`config.mk`:
```
export PLATFORM = sky130hd
export DESIGN_NAME = potato1_host_sequencer
export DESIGN_NICKNAME = d
export VERILOG_FILES = /design/src/rtl/potato1_host_sequencer.sv
export SDC_FILE = /design/constraint.sdc
export NUM_CORES = 2
export LEC_CHECK = 0
export BUFFER_PORTS_ARGS = -buffer_cell sky130_fd_sc_hd__buf_2
export CORE_ASPECT_RATIO = 1.4
export CORE_MARGIN = 1
export CORE_UTILIZATION = 45
export CTS_BUF_LIST = sky130_fd_sc_hd__clkbuf_8
export DETAILED_ROUTE_END_ITERATION = 10
export GPL_TIMING_DRIVEN = 1
export PLACE_DENSITY = 0.68
export SYNTH_ARGS = -nofsm -noshare
export SYNTH_HDL_FRONTEND = slang
export SYNTH_SLANG_ARGS = --single-unit
```
`constraint.sdc`:
```
create_clock -name clk_i -period 6.3 [get_ports clk_i]
set_input_delay 0.315 -clock clk_i [delete_from_list [all_inputs] [get_ports clk_i]]
set_output_delay 0.315 -clock clk_i [all_outputs]
set_load 0.02 [all_outputs]
```
`src/rtl/potato1_host_sequencer.sv`:
```
// Host-side sequencer for one Potato-1 core: owns program memory, PC, tape pointer and tape RAM,
// clocks the core through SETUP/RISE/FALL/EXEC and bridges PUT/GET to valid/ready byte streams.
module potato1_host_sequencer #(
  parameter int unsigned PC_WIDTH   = 8,
  parameter int unsigned ADDR_WIDTH = 5
) (
  input  logic                  clk_i,
  input  logic                  rst_i,
  output logic [7:0]            core_in_o,
  input  logic [7:0]            core_out_i,
  input  logic                  prog_we_i,
  input  logic [PC_WIDTH-1:0]   prog_addr_i,
  input  logic [3:0]            prog_data_i,
  input  logic                  run_i,
  output logic                  out_valid_o,
  output logic [7:0]            out_data_o,
  input  logic                  out_ready_i,
  input  logic                  in_valid_i,
  input  logic [7:0]            in_data_i,
  output logic                  in_ready_o,
  output logic                  running_o,
  output logic                  halted_o,
  output logic                  fault_o
);

  localparam int unsigned PROG_DEPTH = 2 ** PC_WIDTH;
  localparam int unsigned TAPE_DEPTH = 2 ** ADDR_WIDTH;

  typedef enum logic [3:0] {
    IDLE, CLEAR, SETUP, RISE, FALL, EXEC, PUT, GET, HALT, FAULT
  } state_e;

  state_e                state_q, state_d;
  logic [PC_WIDTH-1:0]   pc_q, pc_d;
  logic [ADDR_WIDTH-1:0] x_q, x_d;
  logic [ADDR_WIDTH-1:0] clr_q, clr_d;
  logic [7:0]            cmd_q, cmd_d;
  logic [7:0]            core_in_q, core_in_d;
  logic                  out_valid_q, out_valid_d;
  logic [7:0]            out_data_q, out_data_d;
  logic                  in_ready_q, in_ready_d;
  logic                  running_q, running_d;
  logic                  halted_q, halted_d;
  logic                  fault_q, fault_d;

  logic [3:0]            prog_mem [PROG_DEPTH];
  logic [7:0]            tape_mem [TAPE_DEPTH];

  logic                  tape_we;
  logic [ADDR_WIDTH-1:0] tape_waddr;
  logic [7:0]            tape_wdata;
  logic [7:0]            tape_x_d;
  logic                  cmd_io;
  logic                  cmd_fault;

  assign cmd_io    = cmd_q[6] | cmd_q[7];
  assign cmd_fault = (cmd_q[1:0] == 2'b11) || (cmd_q[1] && (pc_q == '0)) ||
                     (cmd_io && (|cmd_q[5:2]));

  // Next-state, datapath updates and registered-output lookahead
  always_comb begin
    state_d    = state_q;
    pc_d       = pc_q;
    x_d        = x_q;
    clr_d      = clr_q;
    cmd_d      = cmd_q;
    halted_d   = halted_q;
    fault_d    = fault_q;
    tape_we    = 1'b0;
    tape_waddr = x_q;
    tape_wdata = in_data_i;

    case (state_q)
      IDLE: begin
        if (run_i) begin
          state_d = CLEAR;
          pc_d    = '0;
          x_d     = '0;
          clr_d   = '0;
        end
      end
      CLEAR: begin
        tape_we    = 1'b1;
        tape_waddr = clr_q;
        tape_wdata = 8'h00;
        clr_d      = clr_q + ADDR_WIDTH'(1);
        if (clr_q == ADDR_WIDTH'(TAPE_DEPTH - 1)) state_d = SETUP;
      end
      SETUP: state_d = RISE;
      RISE:  state_d = FALL;
      FALL: begin
        cmd_d   = core_out_i;
        state_d = EXEC;
      end
      EXEC: begin
        if (cmd_fault) begin
          fault_d = 1'b1;
          state_d = FAULT;
        end else if (cmd_q[1:0] == 2'b00) begin
          halted_d = 1'b1;
          state_d  = HALT;
        end else begin
          pc_d       = pc_q + PC_WIDTH'(cmd_q[0]) - PC_WIDTH'(cmd_q[1]);
          x_d        = x_q + ADDR_WIDTH'(cmd_q[2]) - ADDR_WIDTH'(cmd_q[3]);
          tape_we    = cmd_q[4] | cmd_q[5];
          tape_wdata = tape_mem[x_q] + 8'(cmd_q[4]) - 8'(cmd_q[5]);
          if (cmd_q[6])      state_d = PUT;
          else if (cmd_q[7]) state_d = GET;
          else               state_d = SETUP;
        end
      end
      PUT: begin
        if (out_valid_q && out_ready_i) state_d = SETUP;
      end
      GET: begin
        if (in_valid_i && in_ready_q) begin
          tape_we = 1'b1;
          state_d = SETUP;
        end
      end
      HALT, FAULT: begin
        if (!run_i) begin
          state_d  = IDLE;
          halted_d = 1'b0;
          fault_d  = 1'b0;
        end
      end
      default: state_d = IDLE;
    endcase

    // Zero flag must see this cycle's tape write and pointer move
    tape_x_d = (tape_we && (tape_waddr == x_d)) ? tape_wdata : tape_mem[x_d];

    core_in_d = core_in_q;
    case (state_d)
      IDLE, CLEAR: core_in_d[2:0] = 3'b000;
      SETUP:       core_in_d = {prog_mem[pc_d], (tape_x_d == 8'h00), 3'b010};
      RISE:        core_in_d[0] = 1'b1;
      FALL:        core_in_d[0] = 1'b0;
      default:     ;
    endcase

    out_valid_d = (state_d == PUT);
    out_data_d  = tape_x_d;
    in_ready_d  = (state_d == GET);
    running_d   = state_d inside {CLEAR, SETUP, RISE, FALL, EXEC, PUT, GET};
  end

  always_ff @(posedge clk_i) begin
    if (rst_i) begin
      state_q     <= IDLE;
      pc_q        <= '0;
      x_q         <= '0;
      clr_q       <= '0;
      cmd_q       <= '0;
      core_in_q   <= 8'hF0;
      out_valid_q <= 1'b0;
      out_data_q  <= '0;
      in_ready_q  <= 1'b0;
      running_q   <= 1'b0;
      halted_q    <= 1'b0;
      fault_q     <= 1'b0;
    end else begin
      state_q     <= state_d;
      pc_q        <= pc_d;
      x_q         <= x_d;
      clr_q       <= clr_d;
      cmd_q       <= cmd_d;
      core_in_q   <= core_in_d;
      out_valid_q <= out_valid_d;
      out_data_q  <= out_data_d;
      in_ready_q  <= in_ready_d;
      running_q   <= running_d;
      halted_q    <= halted_d;
      fault_q     <= fault_d;
    end
  end

  // Tape and program storage are not reset; reset suppresses any write in flight
  always_ff @(posedge clk_i) begin
    if (!rst_i && tape_we) tape_mem[tape_waddr] <= tape_wdata;
    if (!rst_i && prog_we_i && (state_q == IDLE)) prog_mem[prog_addr_i] <= prog_data_i;
  end

  assign core_in_o   = core_in_q;
  assign out_valid_o = out_valid_q;
  assign out_data_o  = out_data_q;
  assign in_ready_o  = in_ready_q;
  assign running_o   = running_q;
  assign halted_o    = halted_q;
  assign fault_o     = fault_q;

endmodule

```
Yosys cells after proc, flatten, opt, wreduce, memory -nomap -nowiden
Memories as Yosys holds them, arrays and structs flattened. A register that Yosys moved wholly into a read port is not among the register bits.
Cells that the tools add are included.

cells by class
  reductions and logical operators = 28
  equality and inequality tests = 24
  bitwise logic cells = 2
  multiplexer cells = 42
  $add $sub $neg = 7

operators with widths
  kind                                                                   number
  8-bit two-way mux                                                      6
  4-bit one-hot mux with 9 select lines                                  1
  4-bit by 3-bit equality test with 1-bit output, second input constant  8
  8-bit one-hot mux with 2 select lines                                  2
  5-bit two-way mux                                                      6
  4-bit two-way mux                                                      7
  5-bit one-hot mux with 2 select lines                                  2
  8-bit by 1-bit adder with 8-bit output                                 2
  4-bit by 2-bit equality test with 1-bit output, second input constant  4
  8-bit zero test                                                        2
  8-bit by 1-bit subtractor with 8-bit output                            2
  1-bit two-way mux                                                      11
  2-bit != test, second input constant                                   5
  4-bit by 1-bit equality test with 1-bit output, second input constant  2
  4-bit equality test, second input constant                             2
  1-bit logical AND                                                      8
  4-bit zero test                                                        2
  2-bit nonzero test                                                     4
  4-bit OR reduction                                                     2
  7-bit nonzero test                                                     1
  3-bit two-way mux                                                      2
  1-bit one-hot mux with 2 select lines                                  3
  5-bit by 1-bit adder with 5-bit output                                 1
  5-bit by 1-bit adder with 5-bit output, second input constant          1
  other kinds (14)                                                       17

word-level totals
  flip-flop bits (word level) = 51
  logic and storage cells = 119
  bits in writable memories = 1280
  input port bits = 34
  memories kept = 2

memory list
  memory    depth  width  rd ports  clocked after memory_dff  wr ports  RTL line  RTL
  prog_mem  256    4      1         1                         1         46        logic [3:0] prog_mem [PROG_DEPTH];
  tape_mem  32     8      2         1                         1         47        logic [7:0] tape_mem [TAPE_DEPTH];

Longest topological paths before layout
  depth in word-level cells = 10
  depth in mapped cells = 22
  gate-level depth less buffers = 17

Least setup slack after synthesis
Ideal clock, no wire load.

  path kind = reg-to-reg
  start point = reg x_q[0]
  end point = reg core_in_q[3], in the netlist core_in_o[3]
  path slack = -0.462 ns
  library setup time = 0.115 ns
  cell stages (with the launch flop) = 23
  buffers on the path = 5
  data arrival time = 6.647 ns
  cell sequence = dfxtp_1 clkbuf_1 buf_2 clkbuf_1 buf_2 buf_1 mux4_2 mux4_2 mux2i_1 ha_1 inv_1 ha_1 fa_1 a21o_1 a21o_1 a21o_1 a21oi_1 xor2_1 o21ai_0 nor2_1 a31oi_1 nor4_1 a31o_1

between the ends
  cells in the longest elaborated chain, start to end = 9

RTL lines
  element                                                                         RTL line  RTL
  start: declaration                                                              35        logic [ADDR_WIDTH-1:0] x_q, x_d;
  start signal: assignment                                                        153       x_q <= '0;
  start signal: assignment                                                        166       x_q <= x_d;
  parallel branches: the longest is 7 deep, another holds memory read 32 x 8 bit  --
  8-bit two-way mux *                                                             132       tape_x_d = (tape_we && (tape_waddr == x_d)) ? tape_wdata : tape_mem[x_d];
  8-bit zero test *                                                               137       SETUP: core_in_d = {prog_mem[pc_d], (tape_x_d == 8'h00), 3'b010};
  end signal: assignment                                                          169       core_in_q <= core_in_d;
  end: declaration                                                                38        logic [7:0] core_in_q, core_in_d;

Mark *: on every way between the ends.
A chain may end at the register's enable or synchronous reset.

Worst setup path in the final report
Same ends and word-level chain as after synthesis.

==> qor.yml <==
outcome:
  outcome: "finished clean"
critical_path:
  arrival_ps: 6330
  cp-start-kind: "flip-flop"
  crit_end: "core_in_o[3]"
  path_cells: "buf_4 -> mux4_2 -> mux4_2 -> mux2i_1 -> ha_1 -> a21o_1 -> a21o_1 -> a21o_1 -> a21oi_1 -> xor2_1 -> o21ai_2 -> nor2_1 -> a31oi_1 -> nor4_1 -> a31o_1"
  cpMostUsedCell: "a21o_1"
  path_class: "flip-flop to flip-flop"
  startpoint: "x_q[0]"
  crit_path_end_kind: "flip-flop"
  max_stage_delay_ps: 930
  crit_fanout: 33
  critical_path_required_ps: 7140
  rr_startpoint: "x_q[0]"
  r2r-end: "core_in_o[3]"
  worst_r2r_path_depth: 15
  rrSetupSlack_ps: 810
  cp_slowest_cell: "o21ai_2"
route:
  drt-pass1-iter-count: 8
  routedWlPerCell_um: 26.60
  vias: 38870
  viasPerCell: 6.150
  drtIter0Drc: 5089
  ant_nets: 0
  drt_wl_total_um: 168100
  drc: 0
yosys:
  ys_warn_count: 0
  ys_types: 99
  synth_top_flop_cell: "edfxtp_1"
  syn_area_per_cell_um2: 13.01
  syn-instance-count: 4425
  syn_area_um2: 57560
  synth-async-reset-ratio_pct: 0
  ys_seq_elements: 1330
  synth_edf_count: 1280
  yosysSeqAreaShare_pct: 68.51
  syn_nets: 4491
sta:
  setup_tns_ps: 0
  setup_slack_ps: 806.0
  tightest_slew_ps: 1230
  clock_skew_ps: 79.48
  report.final.slew_viol_count: 0
  max_freq_mhz: 182.0
  finalCritPeriodShare_pct: 87.21
  fin_crit_ps: 5494
  setup_violations: 0
  relSlewSlack_pct: 17.97
  rsz0062_at_grt: "no"
  hold_violations: 0
floorplan:
  die_w_um: 304.3
  pin_count: 55
  design.core.area_um2: 126400
  dieHeight_um: 425.2
  initial_core_util_pct: 45.54
  die_area_um2: 129400
  placement_rows: 154
cells_and_area:
  drive_gt1_share_pct: 12.11
  area_growth_pct: 10.03
  final_cells: 6320
  final_common_cell: "edfxtp_1"
  multi_input_area_um2: 16490
  nNetsFinal: 4578
  fill_cells: 10820
  regArea_um2: 39450
  layout_common_cells: "edfxtp_1 (1280), nand2_1 (939), nor2_1 (372)"
place:
  place_ws_ps: 874.7
  hpwl_um: 104500
  port_buffers: 53
  place_inst: 5933
  place.gp.congestion: 0.9833
clock_tree:
  cts.clk_slew.worst_paths_ps: 70
  post_cts_resized: 0
  root_buffer: "clkbuf_8"
  ctsLongestPathBuffers: 3
  cts_tree: "built"
  cts_buffers: 197
  cts_max_level: 4
  cts.sinks: 1330
  clock_latency_ps: 950
grt:
  grt_overflow: 0
  grt.total_usage_pct: 25.69
  grt_max_degree: 203
  grt_antenna_before_repair: 8
  grt_pass1_vias: 38440
  grt_pass1_wl_um: 245800
pwr:
  power.density_nw_per_um2: 262.0
  p_int_mw: 12.94
  p_leak_nw: 21.27
  power_frac_clock_pct: 39.3
  vdd_ir_drop_max_mv: 0.1947
  comb_power_share_pct: 2.1
  pwr-share-seq_pct: 58.6
  finalPower_mw: 16.60
  power_switching_mw: 3.652
  switching_share_pct: 22.01
worst_hold_path:
  holdCritPathClass: "input port to flip-flop"
run:
  drv_cap: 0
worst min-delay path by stage:
stage,start,endpoint,slack [ps],depth (start not counted)
after floorplan,prog_data_i[0],prog_mem[0][0],410,0
after global placement,cmd_q[2],cmd_q[2],460,2
after detailed placement,cmd_q[2],cmd_q[2],460,2
after CTS,prog_data_i[0],prog_mem[201][0],30,1
after global routing,prog_data_i[1],prog_mem[217][1],60,1
final,prog_data_i[0],prog_mem[214][0],70,1
cells in the mapped netlist, types with 53 or more instances:
| library cell | number | area (um2) |
|---|---|---|
| buf_2 | 107 | 535.5 |
| mux2i_1 | 102 | 1021 |
| a31oi_1 | 99 | 619.3 |
| nand2_1 | 951 | 3570 |
| o21ai_0 | 53 | 265.3 |
| and3_1 | 151 | 944.7 |
| edfxtp_1 | 1280 | 38440 |
| a211oi_1 | 90 | 675.7 |
| clkbuf_1 | 125 | 469.2 |
| nor2_1 | 374 | 1404 |
| mux4_2 | 85 | 1914 |
| nand3_1 | 207 | 1036 |
| a311oi_1 | 101 | 884.6 |
| a21oi_1 | 116 | 580.6 |
worst max-delay path, delay by kind of cell, from the launching register on:
family	cells	cell delay [ps]
flip-flops	1	590
multiplexers	3	1450
buffers and inverters	1	490
AND/OR/NAND/NOR	2	220
AO/OA/AOI/OAI	7	2130
adder cells (fa/ha/maj)	1	350
XOR/XNOR	1	100
flip-flops by register name (all words and copies together) (netlist names):
signal       flops
clr_q            5
cmd_q            8
core_in_o        7
fault_o          1
halted_o         1
in_ready_o       1
out_data_o       8
out_valid_o      1
pc_q             8
prog_mem      1024
running_o        1
state_q          4
tape_mem       256
x_q              5
stage by stage:
step | cell area (um2) | util [%] | hold WS (ps)
floorplan | 57560 | - | 413.9
global placement | 59520 | 47.09 | 455.9
detailed placement | 59520 | 47.09 | 463.4
CTS | 63320 | 50.10 | 29.14
global route | 63330 | 50.10 | 64.49
finish | 63340 | 50.11 | 72.70
power groups by stage:
stage	registers (mW)	clock network [mW]	logic (mW)
after CTS	9.72	6.61	0.343
after detailed placement	9.91	0	0.336
final	9.72	6.53	0.345
after floorplan	9.91	0	0.115
after global routing	9.72	6.97	0.364
after global placement	9.91	0	0.331
repair_timing:
item,CTS,global route
hold buffers,18,0
endpoints found under the hold margin,101,0
setup buffers,0,0
logic make-up after synthesis:
logic type / count (synthesis) / share of synthesized area (%)
AO/OA/AOI/OAI: 676 / 8.427
multiplexers: 191 / 5.177
other: 1 / 0.006514
adder cells (fa/ha/maj): 32 / 0.7347
buffers and inverters: 341 / 3.080
AND/OR/NAND/NOR: 1837 / 13.80
flip-flops: 1330 / 68.51
XOR/XNOR: 17 / 0.2587
metal layers:
metal / track usage [%] / wire length (um) / vias up
li1: - / - / 16920
met1: 30.54 / 59740 / 19150
met2: 42.50 / 80930 / 2283
met3: 5.019 / 15580 / 522
met4: 17.26 / 11870 / 0
met5: 0 / 0 / -
layout make-up:
class / instances / share of cell area, %
Tap cell: 1638 / 3.236
Clock buffer: 198 / 4.302
Timing Repair Buffer: 200 / 2.544
Sequential cell: 1330 / 62.28
Antenna cell: 7 / 0.02766
Clock inverter: 164 / 1.410
Inverter: 29 / 0.1719
Multi-Input combinational cell: 2754 / 26.03
No activity file was read; power rests on OpenSTA's default activity.
